<file path="src/rtl/ram3_port_arbiter_if.sv">
// Requester-side bus for the RAM3 port arbiter.
// Four read and two write valid/ready channels.
interface ram3_port_arbiter_if #(
  parameter int WIDTH = 32,
  parameter int AW    = 5
);
  logic [3:0]         rd_req_valid;
  logic [4*AW-1:0]    rd_req_addr;
  logic [3:0]         rd_req_ready;
  logic [3:0]         rd_rsp_valid;
  logic [4*WIDTH-1:0] rd_rsp_data;
  logic [1:0]         wr_req_valid;
  logic [2*AW-1:0]    wr_req_addr;
  logic [2*WIDTH-1:0] wr_req_data;
  logic [1:0]         wr_req_ready;

  modport master (
    output rd_req_valid, rd_req_addr,
    output wr_req_valid, wr_req_addr,
    output wr_req_data,
    input  rd_req_ready, rd_rsp_valid,
    input  rd_rsp_data, wr_req_ready
  );

  modport slave (
    input  rd_req_valid, rd_req_addr,
    input  wr_req_valid, wr_req_addr,
    input  wr_req_data,
    output rd_req_ready, rd_rsp_valid,
    output rd_rsp_data, wr_req_ready
  );
endinterface

</file>
<file path="src/rtl/ram3_port_arbiter.sv">
// Round-robin arbiter sharing a 1W/3R RAM3
// between 4 readers and 2 writers, with RAW stall.
module ram3_port_arbiter #(
  parameter int WIDTH = 32,
  parameter int AW    = 5
) (
  input  logic             clk,
  input  logic             rst,
  ram3_port_arbiter_if.slave bus,
  output logic [AW-1:0]    ram_raddr_0,
  output logic [AW-1:0]    ram_raddr_1,
  output logic [AW-1:0]    ram_raddr_2,
  input  logic [WIDTH-1:0] ram_rdata_0,
  input  logic [WIDTH-1:0] ram_rdata_1,
  input  logic [WIDTH-1:0] ram_rdata_2,
  output logic             ram_wen_0,
  output logic [AW-1:0]    ram_waddr_0,
  output logic [WIDTH-1:0] ram_wdata_0
);

  logic          r_wr_ptr;
  logic [1:0]    r_rd_ptr;
  logic          r_hz_valid;
  logic [AW-1:0] r_hz_addr;
  logic [2:0]    r_slot_valid;
  logic [1:0]    r_slot_id [3];

  logic [1:0]       w_wr_gnt;
  logic             w_wsel;
  logic [AW-1:0]    w_raddr [4];
  logic [3:0]       w_blk;
  logic [3:0]       w_rd_gnt;
  logic [2:0]       w_port_v;
  logic [1:0]       w_port_id [3];
  logic [1:0]       w_last;
  logic [WIDTH-1:0] w_rdata [3];

  // Write grant: round-robin from r_wr_ptr, suppressed in reset.
  always_comb begin
    w_wr_gnt = 2'b00;
    if (rst) begin
      if (!r_wr_ptr) begin
        if (bus.wr_req_valid[0])      w_wr_gnt = 2'b01;
        else if (bus.wr_req_valid[1]) w_wr_gnt = 2'b10;
      end else begin
        if (bus.wr_req_valid[1])      w_wr_gnt = 2'b10;
        else if (bus.wr_req_valid[0]) w_wr_gnt = 2'b01;
      end
    end
    w_wsel = w_wr_gnt[1];
    ram_wen_0 = |w_wr_gnt;
    ram_waddr_0 = w_wsel ? bus.wr_req_addr[2*AW-1:AW]
                         : bus.wr_req_addr[AW-1:0];
    ram_wdata_0 = w_wsel ? bus.wr_req_data[2*WIDTH-1:WIDTH]
                         : bus.wr_req_data[WIDTH-1:0];
    bus.wr_req_ready = w_wr_gnt;
  end

  // Block reads that would see a write not yet committed in the RAM.
  always_comb begin
    for (int i = 0; i < 4; i++) begin
      w_raddr[i] = bus.rd_req_addr[i*AW +: AW];
      w_blk[i] = (ram_wen_0 && (w_raddr[i] == ram_waddr_0))
              || (r_hz_valid && (w_raddr[i] == r_hz_addr));
    end
  end

  // Read grant: first three eligible requesters from r_rd_ptr.
  always_comb begin
    logic [1:0] v_idx;
    logic [1:0] v_cnt;
    w_rd_gnt  = 4'b0000;
    w_port_v  = 3'b000;
    w_port_id = '{default: 2'd0};
    w_last    = r_rd_ptr;
    v_cnt     = 2'd0;
    v_idx     = 2'd0;
    for (int j = 0; j < 4; j++) begin
      v_idx = r_rd_ptr + 2'(j);
      if (rst && bus.rd_req_valid[v_idx]
          && !w_blk[v_idx] && (v_cnt != 2'd3)) begin
        w_rd_gnt[v_idx]  = 1'b1;
        w_port_v[v_cnt]  = 1'b1;
        w_port_id[v_cnt] = v_idx;
        w_last           = v_idx;
        v_cnt            = v_cnt + 2'd1;
      end
    end
    ram_raddr_0 = w_port_v[0] ? w_raddr[w_port_id[0]] : '0;
    ram_raddr_1 = w_port_v[1] ? w_raddr[w_port_id[1]] : '0;
    ram_raddr_2 = w_port_v[2] ? w_raddr[w_port_id[2]] : '0;
    bus.rd_req_ready = w_rd_gnt;
  end

  // Pointers, hazard record and response slots.
  always_ff @(posedge clk) begin
    if (!rst) begin
      r_wr_ptr     <= 1'b0;
      r_rd_ptr     <= 2'd0;
      r_hz_valid   <= 1'b0;
      r_hz_addr    <= '0;
      r_slot_valid <= 3'b000;
      r_slot_id    <= '{default: 2'd0};
    end else begin
      if (ram_wen_0) r_wr_ptr <= ~w_wsel;
      if (|w_rd_gnt) r_rd_ptr <= w_last + 2'd1;
      r_hz_valid   <= ram_wen_0;
      r_hz_addr    <= ram_waddr_0;
      r_slot_valid <= w_port_v;
      r_slot_id    <= w_port_id;
    end
  end

  // Route each RAM port's data to the requester it was granted to.
  always_comb begin
    w_rdata[0] = ram_rdata_0;
    w_rdata[1] = ram_rdata_1;
    w_rdata[2] = ram_rdata_2;
    bus.rd_rsp_valid = 4'b0000;
    bus.rd_rsp_data  = '0;
    for (int i = 0; i < 4; i++) begin
      for (int k = 0; k < 3; k++) begin
        if (rst && r_slot_valid[k] && (r_slot_id[k] == 2'(i))) begin
          bus.rd_rsp_valid[i] = 1'b1;
          bus.rd_rsp_data[i*WIDTH +: WIDTH] = w_rdata[k];
        end
      end
    end
  end

endmodule

</file>
<file path="src/flat_wrapper.sv">
// flat-port wrapper written by rule: the top's interface ports become plain ports
module ram3_port_arbiter_flat 
#(
  parameter int WIDTH = 32,
  parameter int AW    = 5
)
  (clk, rst, ram_raddr_0, ram_raddr_1, ram_raddr_2, ram_rdata_0, ram_rdata_1, ram_rdata_2, ram_wen_0, ram_waddr_0, ram_wdata_0, bus_rd_req_valid, bus_rd_req_addr, bus_wr_req_valid, bus_wr_req_addr, bus_wr_req_data, bus_rd_req_ready, bus_rd_rsp_valid, bus_rd_rsp_data, bus_wr_req_ready);
  ram3_port_arbiter_if #(.WIDTH(WIDTH), .AW(AW)) bus_i ();
  input  logic clk;
  input  logic rst;
  output logic [AW-1:0] ram_raddr_0;
  output logic [AW-1:0] ram_raddr_1;
  output logic [AW-1:0] ram_raddr_2;
  input  logic [WIDTH-1:0] ram_rdata_0;
  input  logic [WIDTH-1:0] ram_rdata_1;
  input  logic [WIDTH-1:0] ram_rdata_2;
  output logic ram_wen_0;
  output logic [AW-1:0] ram_waddr_0;
  output logic [WIDTH-1:0] ram_wdata_0;
  input wire logic [$bits(bus_i.rd_req_valid)-1:0] bus_rd_req_valid;
  input wire logic [$bits(bus_i.rd_req_addr)-1:0] bus_rd_req_addr;
  input wire logic [$bits(bus_i.wr_req_valid)-1:0] bus_wr_req_valid;
  input wire logic [$bits(bus_i.wr_req_addr)-1:0] bus_wr_req_addr;
  input wire logic [$bits(bus_i.wr_req_data)-1:0] bus_wr_req_data;
  output wire logic [$bits(bus_i.rd_req_ready)-1:0] bus_rd_req_ready;
  output wire logic [$bits(bus_i.rd_rsp_valid)-1:0] bus_rd_rsp_valid;
  output wire logic [$bits(bus_i.rd_rsp_data)-1:0] bus_rd_rsp_data;
  output wire logic [$bits(bus_i.wr_req_ready)-1:0] bus_wr_req_ready;
  assign bus_i.rd_req_valid = bus_rd_req_valid;
  assign bus_i.rd_req_addr = bus_rd_req_addr;
  assign bus_i.wr_req_valid = bus_wr_req_valid;
  assign bus_i.wr_req_addr = bus_wr_req_addr;
  assign bus_i.wr_req_data = bus_wr_req_data;
  assign bus_rd_req_ready = bus_i.rd_req_ready;
  assign bus_rd_rsp_valid = bus_i.rd_rsp_valid;
  assign bus_rd_rsp_data = bus_i.rd_rsp_data;
  assign bus_wr_req_ready = bus_i.wr_req_ready;
  ram3_port_arbiter #(.WIDTH(WIDTH), .AW(AW)) u_core (.clk(clk), .rst(rst), .bus(bus_i), .ram_raddr_0(ram_raddr_0), .ram_raddr_1(ram_raddr_1), .ram_raddr_2(ram_raddr_2), .ram_rdata_0(ram_rdata_0), .ram_rdata_1(ram_rdata_1), .ram_rdata_2(ram_rdata_2), .ram_wen_0(ram_wen_0), .ram_waddr_0(ram_waddr_0), .ram_wdata_0(ram_wdata_0));
endmodule
</file>
<file path="config.mk">
export PLATFORM = sky130hd
export DESIGN_NAME = ram3_port_arbiter_flat
export DESIGN_NICKNAME = d
export VERILOG_FILES = /design/src/rtl/ram3_port_arbiter_if.sv /design/src/rtl/ram3_port_arbiter.sv /design/src/flat_wrapper.sv
export SDC_FILE = /design/constraint.sdc
export NUM_CORES = 1
export LEC_CHECK = 0
export ABC_CLOCK_PERIOD_IN_PS = 8300
export CORE_AREA = 4 4 149 151
export CTS_CLUSTER_DIAMETER = 100
export CTS_CLUSTER_SIZE = 28
export DETAILED_ROUTE_END_ITERATION = 12
export DIE_AREA = 0 0 153 155
export GPL_ROUTABILITY_DRIVEN = 0
export PLACE_DENSITY_LB_ADDON = 0.15
export SKIP_CTS_REPAIR_TIMING = 1
export SYNTH_ARGS = -nofsm -noshare
export SYNTH_HDL_FRONTEND = slang
export SYNTH_SLANG_ARGS = --single-unit
</file>
<file path="constraint.sdc">
create_clock -name clk -period 8.3 [get_ports clk]
set_input_delay 1.66 -clock clk [delete_from_list [all_inputs] [get_ports clk]]
set_output_delay 1.66 -clock clk [all_outputs]
set_load 0.05 [all_outputs]
</file>
==> out/metrics.csv <==
stage;metric;value;unit
detailed_routing;Total Wirelength;34300;µm
cells_and_area;Layout area overhead;104;%
floorplanning;Die Span X;153;µm
sta;post-route minimum period;8.31;ns
global_routing;GRT Util Overall;25.8;%
sta;final setup margin;-0.0137;ns
cells_and_area;final-stage net count;1590;
yosys;Syn Area/Cell;6.11;µm²
setup_path;CP max stage delay;0.50;ns
sta;unrepaired setup endpoints after global routing;true;
yosys;sequential cell area fraction in the yosys report;6.34;%
setup_path;cells on worst reg2reg path;24;
yosys;top-count cell post-synth;nand2_1;
global_routing;M3 GR Usage;5.81;%
hold_path;hold_sp;u_core.r_wr_ptr;
detailed_routing;Vias per Instance;5.49;
cells_and_area;Post-Layout Cell Count;1656;
global_routing;busiest layer in global routing;met2;
yosys;most frequent cells after synthesis;nand2_1, a22oi_1, a21oi_1;
clocking;Worst-Skew Late Latency;0.26;ns
placement;DP Cell Count;1626;
hold_path;Hold Crit Class;flip-flop to flip-flop;
cells_and_area;Fillers;1977;
clocking;Clock Path Buffers;2;
yosys;xor and xnor area share after synthesis;4.93;%
yosys;largest family of logic cells by synthesized area;compound AO/OA/AOI/OAI gates;
floorplanning;Starting Density;27.3;%
global_routing;grt ovf;0;
sta;setup violators final;4;
global_routing;largest net degree at the start of global routing;66;
setup_path;master of the slowest instance on the critical path;mux4_2;
detailed_routing;drt wl/cell;20.7;µm
placement;PortBufs;388;
yosys;Synth Area in Compound Gates;43.1;%
yosys;Yosys reg bits;18;
setup_path;register-to-register setup slack;3.25;ns
sta;Slew Viols, Final;0;
hold_path;worst hold path depth;1;
yosys;post-synthesis mux area share;8.01;%
pwr;VDD IR max;0.484;mV
yosys;Yosys top cell by area;a22oi_1;
yosys;Adder-Cell Fraction of Synth Area;2.55;%
setup_path;delay-heaviest family, CP;compound AO/OA/AOI/OAI gates;
global_routing;vias in the first global route;8702;
setup_path;CP Cell Sequence;buf_6 -> and2b_4 -> o211ai_1 -> o2111ai_4 -> a2111oi_4 -> a21oi_2 -> mux4_2 -> nand2_4 -> ha_4 -> a21boi_4 -> nand2_2 -> a211oi_2 -> o21a_2 -> nor2_4 -> inv_2 -> fa_2 -> inv_2 -> nand3_4 -> a211oi_2 -> mux2i_2 -> buf_6 -> mux2i_2 -> o22ai_4 -> buf_12;
clocking;CTS HTree Levels;1;
yosys;Gate Count Post-Synth;931;
clocking;CTS Sinks;18;
floorplanning;die height;155;µm
sta;Final Cycle Share;100;%
clocking;number of buffers created by CTS;3;
global_routing;met1 Use GR;31.4;%
detailed_routing;routed vias;9088;
sta;clock skew;0.00418;ns
floorplanning;Cell Rows;53;
pwr;PD cells;221;nW/µm²
yosys;FFs w/ async S/R, synth;0;%
yosys;simple-gate share of the synthesized area;27.2;%
detailed_routing;DR pass1 iterations;6;
yosys;EDFF count, synth;0;
sta;Max Freq;120;MHz
sta;worst rel slew slack;29.9;%
yosys;synth unique cells;79;
floorplanning;Die ar.;23700;µm²
floorplanning;core box area;20800;µm²
setup_path;element type at the critical path start;input pin;
setup_path;crit path DAT;6.65;ns
status;status;complete, but fails checks;
clocking;CTS root buffer;clkbuf_16;
global_routing;met2 Use GR;45.0;%
placement;placed inst area;10800;µm²
status;failing checks;setup timing;
yosys;Post-Syn Area;5680;µm²
yosys;Yosys warnings;0;
setup_path;WP buf/inv;5;
setup_path;r2r endpoint;u_core.r_rd_ptr[1];
floorplanning;I/O pin cnt;389;
sta;Final Hold Vio Count;0;
setup_path;WP data required;6.64;ns
setup_path;Crit Path Class;input pin to output pin;
yosys;Yosys top cell area share;17.0;%
hold_path;WHS Endpoint;u_core.r_wr_ptr;
detailed_routing;DRC errors left;0;
global_routing;initial antenna violation count;1;
detailed_routing;Antenna Nets Post-Route;0;
pwr;Lkg Pwr;4.69;nW
setup_path;peak fanout along the critical path;6;
global_routing;global-route wire length before repair;50100;µm
cells_and_area;Design Area, Final;11600;µm²
placement;DP Wirelength;26200;µm
detailed_routing;initial DRC count;787;
job;Max Cap Viol;0;
cells_and_area;share of layout cells above drive strength 1;20.7;%
setup_path;CP endpoint kind;output pin;
yosys;top cells by area, synth;a22oi_1, nand2_1, a21oi_1, nor2_1, dfxtp_1;
yosys;syn nets;1140;
setup_path;r2r startpoint;u_core.r_wr_ptr;
sta;worst-margin pin slew;1.05;ns
yosys;ys flop type;dfxtp_1;
clocking;CTS clk-pin slew, worst paths;0.06;ns
clocking;CTS tree;yes;
per-layer routing:
metal  wire length (µm)  part of all wire [%]  up-vias
li1                   -                     -     4319
met1              13300                    39     4159
met2              16500                    48      530
met3               3100                   9.0       80
met4               1340                   3.9        0
met5                  0                     0        -
area by class of cell:
type	count	area [µm²]	share of cell area [%]
multi-input cells	801	5430	46.9
repair buffers	531	5260	45.4
flip-flops and latches	18	360	3.11
well taps	275	344	2.97
inverters	26	97.6	0.843
clock buffers	4	88.8	0.767
diodes	1	2.50	0.0216
kinds of logic after synthesis:
logic type,after synthesis
AO/OA/AOI/OAI,370
XOR/XNOR,32
multiplexers,41
buffers and inverters,112
flip-flops,18
adder cells (fa/ha/maj),11
AND/OR/NAND/NOR,347
power breakdown:
| group | switching, W | internal, W |
|---|---|---|
| clock network | 0.0000381 | 0.0000736 |
| registers | 0.0000226 | 0.000108 |
| logic | 0.00132 | 0.00100 |
| total | 0.00138 | 0.00118 |
stage by stage:
| stage | total power [W] | setup WS [ns] | TNS (ns) | utilization, % | hold slack (ns) |
|---|---|---|---|---|---|
| global route | 0.00268 | -0.217 | -1.87 | 55.6 | 0.535 |
| floorplan | 0.00138 | 0.0140 | 0 | - | 0.446 |
| detailed placement | 0.00226 | -0.442 | -5.70 | 51.8 | 0.473 |
| CTS | 0.00238 | -0.455 | -5.96 | 52.2 | 0.496 |
| finish | 0.00257 | -0.0137 | -0.0279 | 55.6 | 0.498 |
| global placement | 0.00225 | -0.270 | -3.50 | 51.8 | 0.477 |
placed cells by master (no fill, tap or decap), types with 8 or more instances in the layout:
cell type        synthesis  final
mux2i_1                 29     16
nand4_1                 11     11
inv_1                   23     15
buf_4                    3    129
mux2_4                   2      9
mux2i_4                  0      8
nand2_1                163    159
a22oi_1                129    129
clkdlybuf4s50_1          0    339
a21oi_1                112    111
buf_12                   0     15
and2_1                  10      9
dlymetal6s2s_1           0     27
xnor2_1                 29     29
nand3_1                 10      8
nor2_1                 109    103
inv_2                    3     11
ha_1                    10      8
o21ai_0                 40     37
dfxtp_1                 18     18
buf_6                    2     15
worst max-delay path by stage:
stage	start	to	slack, ns	depth (start not counted)
2_1_floorplan	bus_wr_req_valid[1]	ram_raddr_1[0]	0.01	26
3_3_place_gp	bus_wr_req_valid[1]	ram_raddr_0[4]	-0.27	26
3_5_place_dp	bus_wr_req_valid[1]	ram_raddr_2[3]	-0.44	26
4_1_cts	bus_wr_req_valid[1]	ram_raddr_2[3]	-0.45	26
5_1_grt	bus_wr_req_valid[1]	ram_raddr_0[1]	-0.22	25
6_report	bus_wr_req_valid[0]	ram_raddr_0[1]	-0.01	24
worst register-to-register path, delay by kind of cell, from the launching register on:
kind	cells	cell delay (ns)
AOI/OAI and AO/OA	10	2.07
muxes	2	0.72
adders and majority gates	2	0.67
and+or+nand+nor	5	0.55
buffers and inverters	4	0.50
xor gates and xnor gates	1	0.08
DFF	1	0.38
state kept, by name (all words and copies together), names as in the netlist:
register             count
u_core.r_slot_id         6
u_core.r_slot_valid      3
u_core.r_wr_ptr          1
u_core.r_hz_valid        1
u_core.r_rd_ptr          2
u_core.r_hz_addr         5
(Power assumes the default switching activity.)
